### src/rtl/key_schedule.sv
// rtl/key_schedule.sv - iterative AES key expansion, one schedule word per clock

// Forward AES S-box, one byte, purely combinational
module aesSbox (
  input  logic [7:0] a,
  output logic [7:0] y
);

  localparam logic [7:0] SboxTable [256] = '{
    8'h63, 8'h7c, 8'h77, 8'h7b, 8'hf2, 8'h6b, 8'h6f, 8'hc5, 8'h30, 8'h01, 8'h67, 8'h2b, 8'hfe, 8'hd7, 8'hab, 8'h76,
    8'hca, 8'h82, 8'hc9, 8'h7d, 8'hfa, 8'h59, 8'h47, 8'hf0, 8'had, 8'hd4, 8'ha2, 8'haf, 8'h9c, 8'ha4, 8'h72, 8'hc0,
    8'hb7, 8'hfd, 8'h93, 8'h26, 8'h36, 8'h3f, 8'hf7, 8'hcc, 8'h34, 8'ha5, 8'he5, 8'hf1, 8'h71, 8'hd8, 8'h31, 8'h15,
    8'h04, 8'hc7, 8'h23, 8'hc3, 8'h18, 8'h96, 8'h05, 8'h9a, 8'h07, 8'h12, 8'h80, 8'he2, 8'heb, 8'h27, 8'hb2, 8'h75,
    8'h09, 8'h83, 8'h2c, 8'h1a, 8'h1b, 8'h6e, 8'h5a, 8'ha0, 8'h52, 8'h3b, 8'hd6, 8'hb3, 8'h29, 8'he3, 8'h2f, 8'h84,
    8'h53, 8'hd1, 8'h00, 8'hed, 8'h20, 8'hfc, 8'hb1, 8'h5b, 8'h6a, 8'hcb, 8'hbe, 8'h39, 8'h4a, 8'h4c, 8'h58, 8'hcf,
    8'hd0, 8'hef, 8'haa, 8'hfb, 8'h43, 8'h4d, 8'h33, 8'h85, 8'h45, 8'hf9, 8'h02, 8'h7f, 8'h50, 8'h3c, 8'h9f, 8'ha8,
    8'h51, 8'ha3, 8'h40, 8'h8f, 8'h92, 8'h9d, 8'h38, 8'hf5, 8'hbc, 8'hb6, 8'hda, 8'h21, 8'h10, 8'hff, 8'hf3, 8'hd2,
    8'hcd, 8'h0c, 8'h13, 8'hec, 8'h5f, 8'h97, 8'h44, 8'h17, 8'hc4, 8'ha7, 8'h7e, 8'h3d, 8'h64, 8'h5d, 8'h19, 8'h73,
    8'h60, 8'h81, 8'h4f, 8'hdc, 8'h22, 8'h2a, 8'h90, 8'h88, 8'h46, 8'hee, 8'hb8, 8'h14, 8'hde, 8'h5e, 8'h0b, 8'hdb,
    8'he0, 8'h32, 8'h3a, 8'h0a, 8'h49, 8'h06, 8'h24, 8'h5c, 8'hc2, 8'hd3, 8'hac, 8'h62, 8'h91, 8'h95, 8'he4, 8'h79,
    8'he7, 8'hc8, 8'h37, 8'h6d, 8'h8d, 8'hd5, 8'h4e, 8'ha9, 8'h6c, 8'h56, 8'hf4, 8'hea, 8'h65, 8'h7a, 8'hae, 8'h08,
    8'hba, 8'h78, 8'h25, 8'h2e, 8'h1c, 8'ha6, 8'hb4, 8'hc6, 8'he8, 8'hdd, 8'h74, 8'h1f, 8'h4b, 8'hbd, 8'h8b, 8'h8a,
    8'h70, 8'h3e, 8'hb5, 8'h66, 8'h48, 8'h03, 8'hf6, 8'h0e, 8'h61, 8'h35, 8'h57, 8'hb9, 8'h86, 8'hc1, 8'h1d, 8'h9e,
    8'he1, 8'hf8, 8'h98, 8'h11, 8'h69, 8'hd9, 8'h8e, 8'h94, 8'h9b, 8'h1e, 8'h87, 8'he9, 8'hce, 8'h55, 8'h28, 8'hdf,
    8'h8c, 8'ha1, 8'h89, 8'h0d, 8'hbf, 8'he6, 8'h42, 8'h68, 8'h41, 8'h99, 8'h2d, 8'h0f, 8'hb0, 8'h54, 8'hbb, 8'h16
  };

  assign y = SboxTable[a];

endmodule

// Key expansion engine: IDLE loads the key words, RUN derives one word per clock
module key_schedule #(
  parameter int Nk = 4
) (
  input  logic                    clk,
  input  logic                    reset,
  input  logic                    start,
  input  logic [0:32*Nk-1]        Key,
  output logic [0:128*(Nk+7)-1]   RoundKeys,
  output logic                    busy,
  output logic                    done
);

  localparam int Nr         = Nk + 6;
  localparam int TotalWords = 4 * (Nr + 1);
  localparam int IdxW       = $clog2(TotalWords + 1);

  typedef enum logic {IDLE, RUN} state_t;

  state_t          stateQ;
  state_t          stateD;
  logic [31:0]     w [TotalWords];
  logic [IdxW-1:0] wordIdx;
  logic [2:0]      phase;
  logic [7:0]      rcon;

  logic [31:0]     prevWord;
  logic [31:0]     backWord;
  logic [31:0]     sboxIn;
  logic [31:0]     subOut;
  logic [31:0]     temp;
  logic [31:0]     newWord;
  logic            lastWord;

  // w[i-1] feeds the transform, w[i-Nk] is the XOR partner
  assign prevWord = w[wordIdx - IdxW'(1)];
  assign backWord = w[wordIdx - IdxW'(Nk)];
  assign sboxIn   = (phase == 3'd0) ? {prevWord[23:0], prevWord[31:24]} : prevWord;
  assign lastWord = (wordIdx == IdxW'(TotalWords - 1));

  aesSbox sbox0 (.a(sboxIn[31:24]), .y(subOut[31:24]));
  aesSbox sbox1 (.a(sboxIn[23:16]), .y(subOut[23:16]));
  aesSbox sbox2 (.a(sboxIn[15:8]),  .y(subOut[15:8]));
  aesSbox sbox3 (.a(sboxIn[7:0]),   .y(subOut[7:0]));

  // Select the per-phase word transform; the extra SubWord only exists for 256-bit keys
  always_comb begin
    temp = prevWord;
    if (phase == 3'd0) begin
      temp = subOut ^ {rcon, 24'h0};
    end else if (Nk == 8 && phase == 3'd4) begin
      temp = subOut;
    end
    newWord = backWord ^ temp;
  end

  // FSM state register
  always_ff @(posedge clk or posedge reset) begin
    if (reset) begin
      stateQ <= IDLE;
    end else begin
      stateQ <= stateD;
    end
  end

  // Next-state: start is only honoured in IDLE, RUN ends on the final word
  always_comb begin
    stateD = stateQ;
    case (stateQ)
      IDLE: if (start) stateD = RUN;
      RUN:  if (lastWord) stateD = IDLE;
      default: stateD = IDLE;
    endcase
  end

  // Word array, index, phase and rcon; wordIdx parks at TotalWords when a run completes
  always_ff @(posedge clk or posedge reset) begin
    if (reset) begin
      for (int j = 0; j < TotalWords; j++) begin
        w[j] <= '0;
      end
      wordIdx <= '0;
      phase   <= '0;
      rcon    <= 8'h01;
    end else if (stateQ == IDLE && start) begin
      for (int j = 0; j < Nk; j++) begin
        w[j] <= Key[32*j +: 32];
      end
      wordIdx <= IdxW'(Nk);
      phase   <= '0;
      rcon    <= 8'h01;
    end else if (stateQ == RUN) begin
      w[wordIdx] <= newWord;
      wordIdx    <= wordIdx + IdxW'(1);
      phase      <= (phase == 3'(Nk - 1)) ? 3'd0 : phase + 3'd1;
      if (phase == 3'd0) begin
        rcon <= {rcon[6:0], 1'b0} ^ (rcon[7] ? 8'h1b : 8'h00);
      end
    end
  end

  // Outputs: done is derived from IDLE with a fully written schedule, so reset and a new start clear it
  always_comb begin
    busy = (stateQ == RUN);
    done = (stateQ == IDLE) && (wordIdx == IdxW'(TotalWords));
  end

  // Flatten the word array, w[0] at the most significant end
  always_comb begin
    RoundKeys = '0;
    for (int j = 0; j < TotalWords; j++) begin
      RoundKeys[32*j +: 32] = w[j];
    end
  end

endmodule

### config.mk
export PLATFORM = sky130hd
export DESIGN_NAME = key_schedule
export DESIGN_NICKNAME = d
export VERILOG_FILES = /design/src/rtl/key_schedule.sv
export SDC_FILE = /design/constraint.sdc
export NUM_CORES = 2
export LEC_CHECK = 0
export ABC_AREA = 1
export ABC_CLOCK_PERIOD_IN_PS = 57900
export CORE_AREA = 3 3 603 605
export CTS_BUF_LIST = sky130_fd_sc_hd__clkbuf_16
export DETAILED_ROUTE_END_ITERATION = 8
export DIE_AREA = 0 0 606 608
export DONT_BUFFER_PORTS = 1
export HOLD_SLACK_MARGIN = 0.12
export PLACE_DENSITY_LB_ADDON = 0.05
export SLEW_MARGIN = 15
export SYNTH_ARGS = -nofsm -noshare
export SYNTH_HDL_FRONTEND = slang
export SYNTH_SLANG_ARGS = --single-unit
### constraint.sdc
create_clock -name clk -period 57.9 [get_ports clk]
set_input_delay 8.685 -clock clk [delete_from_list [all_inputs] [get_ports clk]]
set_output_delay 8.685 -clock clk [all_outputs]
set_load 0.01 [all_outputs]
==> results.json <==
{
  "clk_transition_reported_paths_ps": 60,
  "cp.arrival_ps": 13480,
  "skew_ps": 91.90,
  "slew-limit-headroom_pct": 3.195,
  "cpLargestDelayFamily": "buffers and inverters",
  "cts.repair.resized": 0,
  "start_util_pct": 26.37,
  "ys.flop_type": "dfrtp_1",
  "async_flop_share_pct": 100.0,
  "cap_viol_max_count": 0,
  "cp-start-kind": "input port",
  "synth.area.top_cells": "dfrtp_1 38%, nand2_1 19%, nand3_1 18%",
  "ios": 1541,
  "grtUsageTotal_pct": 41.99,
  "rows": 220,
  "syn-num-nets": 14150,
  "dieArea_um2": 368400,
  "synth_cell_types": 70,
  "crit_path_end_kind": "asynchronous set/reset pin",
  "drc": 0,
  "ys_warn_count": 0,
  "insertion_delay_ps": 970,
  "via_count": 113000,
  "clockBufferDepth": 4,
  "worstPathCellList": "inv_8 > buf_4 > buf_12 > buf_4 > buf_4 > buf_4 > buf_4",
  "critPathMaxFanout": 118,
  "final_nets": 13470,
  "cts_made_buffers": 196,
  "critical-path-max-stage-delay_ps": 860,
  "required_ps": 58810,
  "slowest_stage": "buf_4",
  "period_share_pct": 21.70,
  "cts_max_level": 4,
  "slew_violations": 0,
  "synth_enable_flop_cells": 0,
  "first_pass_iters": 7,
  "status": "completed",
  "layout-area-overhead-vs-synth_pct": 9.521,
  "routabilityCongestion": 0.9935,
  "grt_pass1_vias": 103400,
  "crit_type": "input port to asynchronous set/reset pin",
  "core_um2": 358700,
  "drtIter0Drc": 18030,
  "grt_first_pass_wirelength_um": 1055000,
  "drtAntennaViolNets": 0,
  "final_hold_viol_count": 0,
  "port_buffers": 0,
  "yosys-top-cells-count": "4873 x nand2_1, 3349 x nand3_1, 1425 x dfrtp_1",
  "final.setup.tns_ps": 0,
  "avgSynthCellArea_um2": 6.780,
  "yosys.area.top_type": "dfrtp_1",
  "cp_common_cell": "buf_4",
  "antenna_found_initial": 82,
  "cts_hold_buf": 0,
  "vias_per_cell": 6.198,
  "setup_viol": 0,
  "synth_most_common_cell": "nand2_1",
  "yosys_register_bits": 1426,
  "yosysSeqAreaShare_pct": 37.73,
  "crit_buf_inv": 7,
  "hold_path_class": "flip-flop to flip-flop",
  "drt-wirelength-per-cell_um": 44.38,
  "cts_setup_buffers": 0,
  "min_period_ps": 12560,
  "synthCells": 13950,
  "rrSetupSlack_ps": 47400,
  "drive_above_1_share_pct": 7.023,
  "root_buffer": "clkbuf_16",
  "fp.dieH_um": 608,
  "synth_top_area_share_pct": 37.70,
  "cts.sinks": 1426,
  "wl_um": 809200,
  "rsz0062_at_grt": "false",
  "worstMarginPinSlew_ps": 1433,
  "cts_tree": "built",
  "dp_hpwl_um": 552800,
  "die_x_um": 606,
  "overflow": 0,
  "fmax_mhz": 79.60,
  "synthesis.area_um2": 94580,
  "grt_max_degree": 159
}
## flip-flops by register name, summed over array words and instances, names as in the netlist
signal and cells:
RoundKeys 1408, rcon 8, wordIdx 6, phase 3, busy 1
## layout make-up
cell class | instances | area [um2]
clock buffers | 198 | 4955
inverters | 688 | 2688
repair buffers | 325 | 2644
well taps | 4773 | 5972
clock inverters | 150 | 1072
fillers | 39120 | 255100
diodes | 30 | 75.07
flip-flops and latches | 1426 | 35690
multi-input cells | 10640 | 50490
## kinds of logic after synthesis
family	synth area share, %
AO/OA/AOI/OAI	10.96
flip-flops	37.73
AND/OR/NAND/NOR	40.79
XOR/XNOR	0.04499
multiplexers	0.01058
adder cells (fa/ha/maj)	0.8467
buffers and inverters	9.619
## layout by cell type (no fill, tap or decap), types with 62 or more instances in the layout
| cell type | count |
|---|---|
| a21oi_1 | 352 |
| a221oi_1 | 68 |
| buf_4 | 308 |
| clkbuf_16 | 198 |
| dfrtp_1 | 1424 |
| ha_1 | 62 |
| inv_1 | 632 |
| inv_2 | 80 |
| nand2_1 | 4868 |
| nand2_2 | 78 |
| nand3_1 | 3348 |
| nor2_1 | 290 |
| o211ai_1 | 111 |
| o21ai_0 | 467 |
| o21ai_1 | 103 |
| o22ai_1 | 329 |
## path summary, 6_finish.rpt
kind	from	endpoint	cells past startpoint
min in group asynchronous	reset	RoundKeys[1042]	1
hold reg to reg	rcon[0]	rcon[0]	2
setup reg to reg	wordIdx[0]	RoundKeys[31]	31
hold / removal	rcon[0]	rcon[0]	2
setup / recovery	reset	RoundKeys[262]	7
max in group clk	busy	done	3
## stage by stage
| stage | util [%] | setup slack, ps | hold WS [ps] | cell area (um2) | instances |
|---|---|---|---|---|---|
| after global placement | 27.17 | 44430 | 544.5 | 97470 | 17850 |
| after CTS | 28.86 | 45300 | 556.9 | 103500 | 18200 |
| after detailed placement | 27.18 | 44310 | 546.4 | 97480 | 17850 |
| after floorplan | - | 9002 | 502.0 | 94580 | 13950 |
| final | 28.88 | 45340 | 556.4 | 103600 | 18230 |
| after global routing | 28.87 | 44830 | 606.6 | 103500 | 18210 |
## routing by layer
layer / track usage (%) / share of wire [%] / vias to the layer above
met3: 15.22 / 12 / 1968
li1: - / - / 45540
met4: 26.99 / 7.8 / 38
met1: 50.97 / 37 / 56620
met2: 62.45 / 43 / 8830
met5: 0 / 0.035 / -
## worst reg2reg max path: cells and delay by family (launching register included)
family	cells	cell delay, ps
buf+inv	9	4410
flops	1	570
fa+ha+maj	2	650
simple gates	20	4790
Power is left out: the tool's default activity adds up to more than one toggle a clock period on the data nets, which glitch-free logic cannot reach.
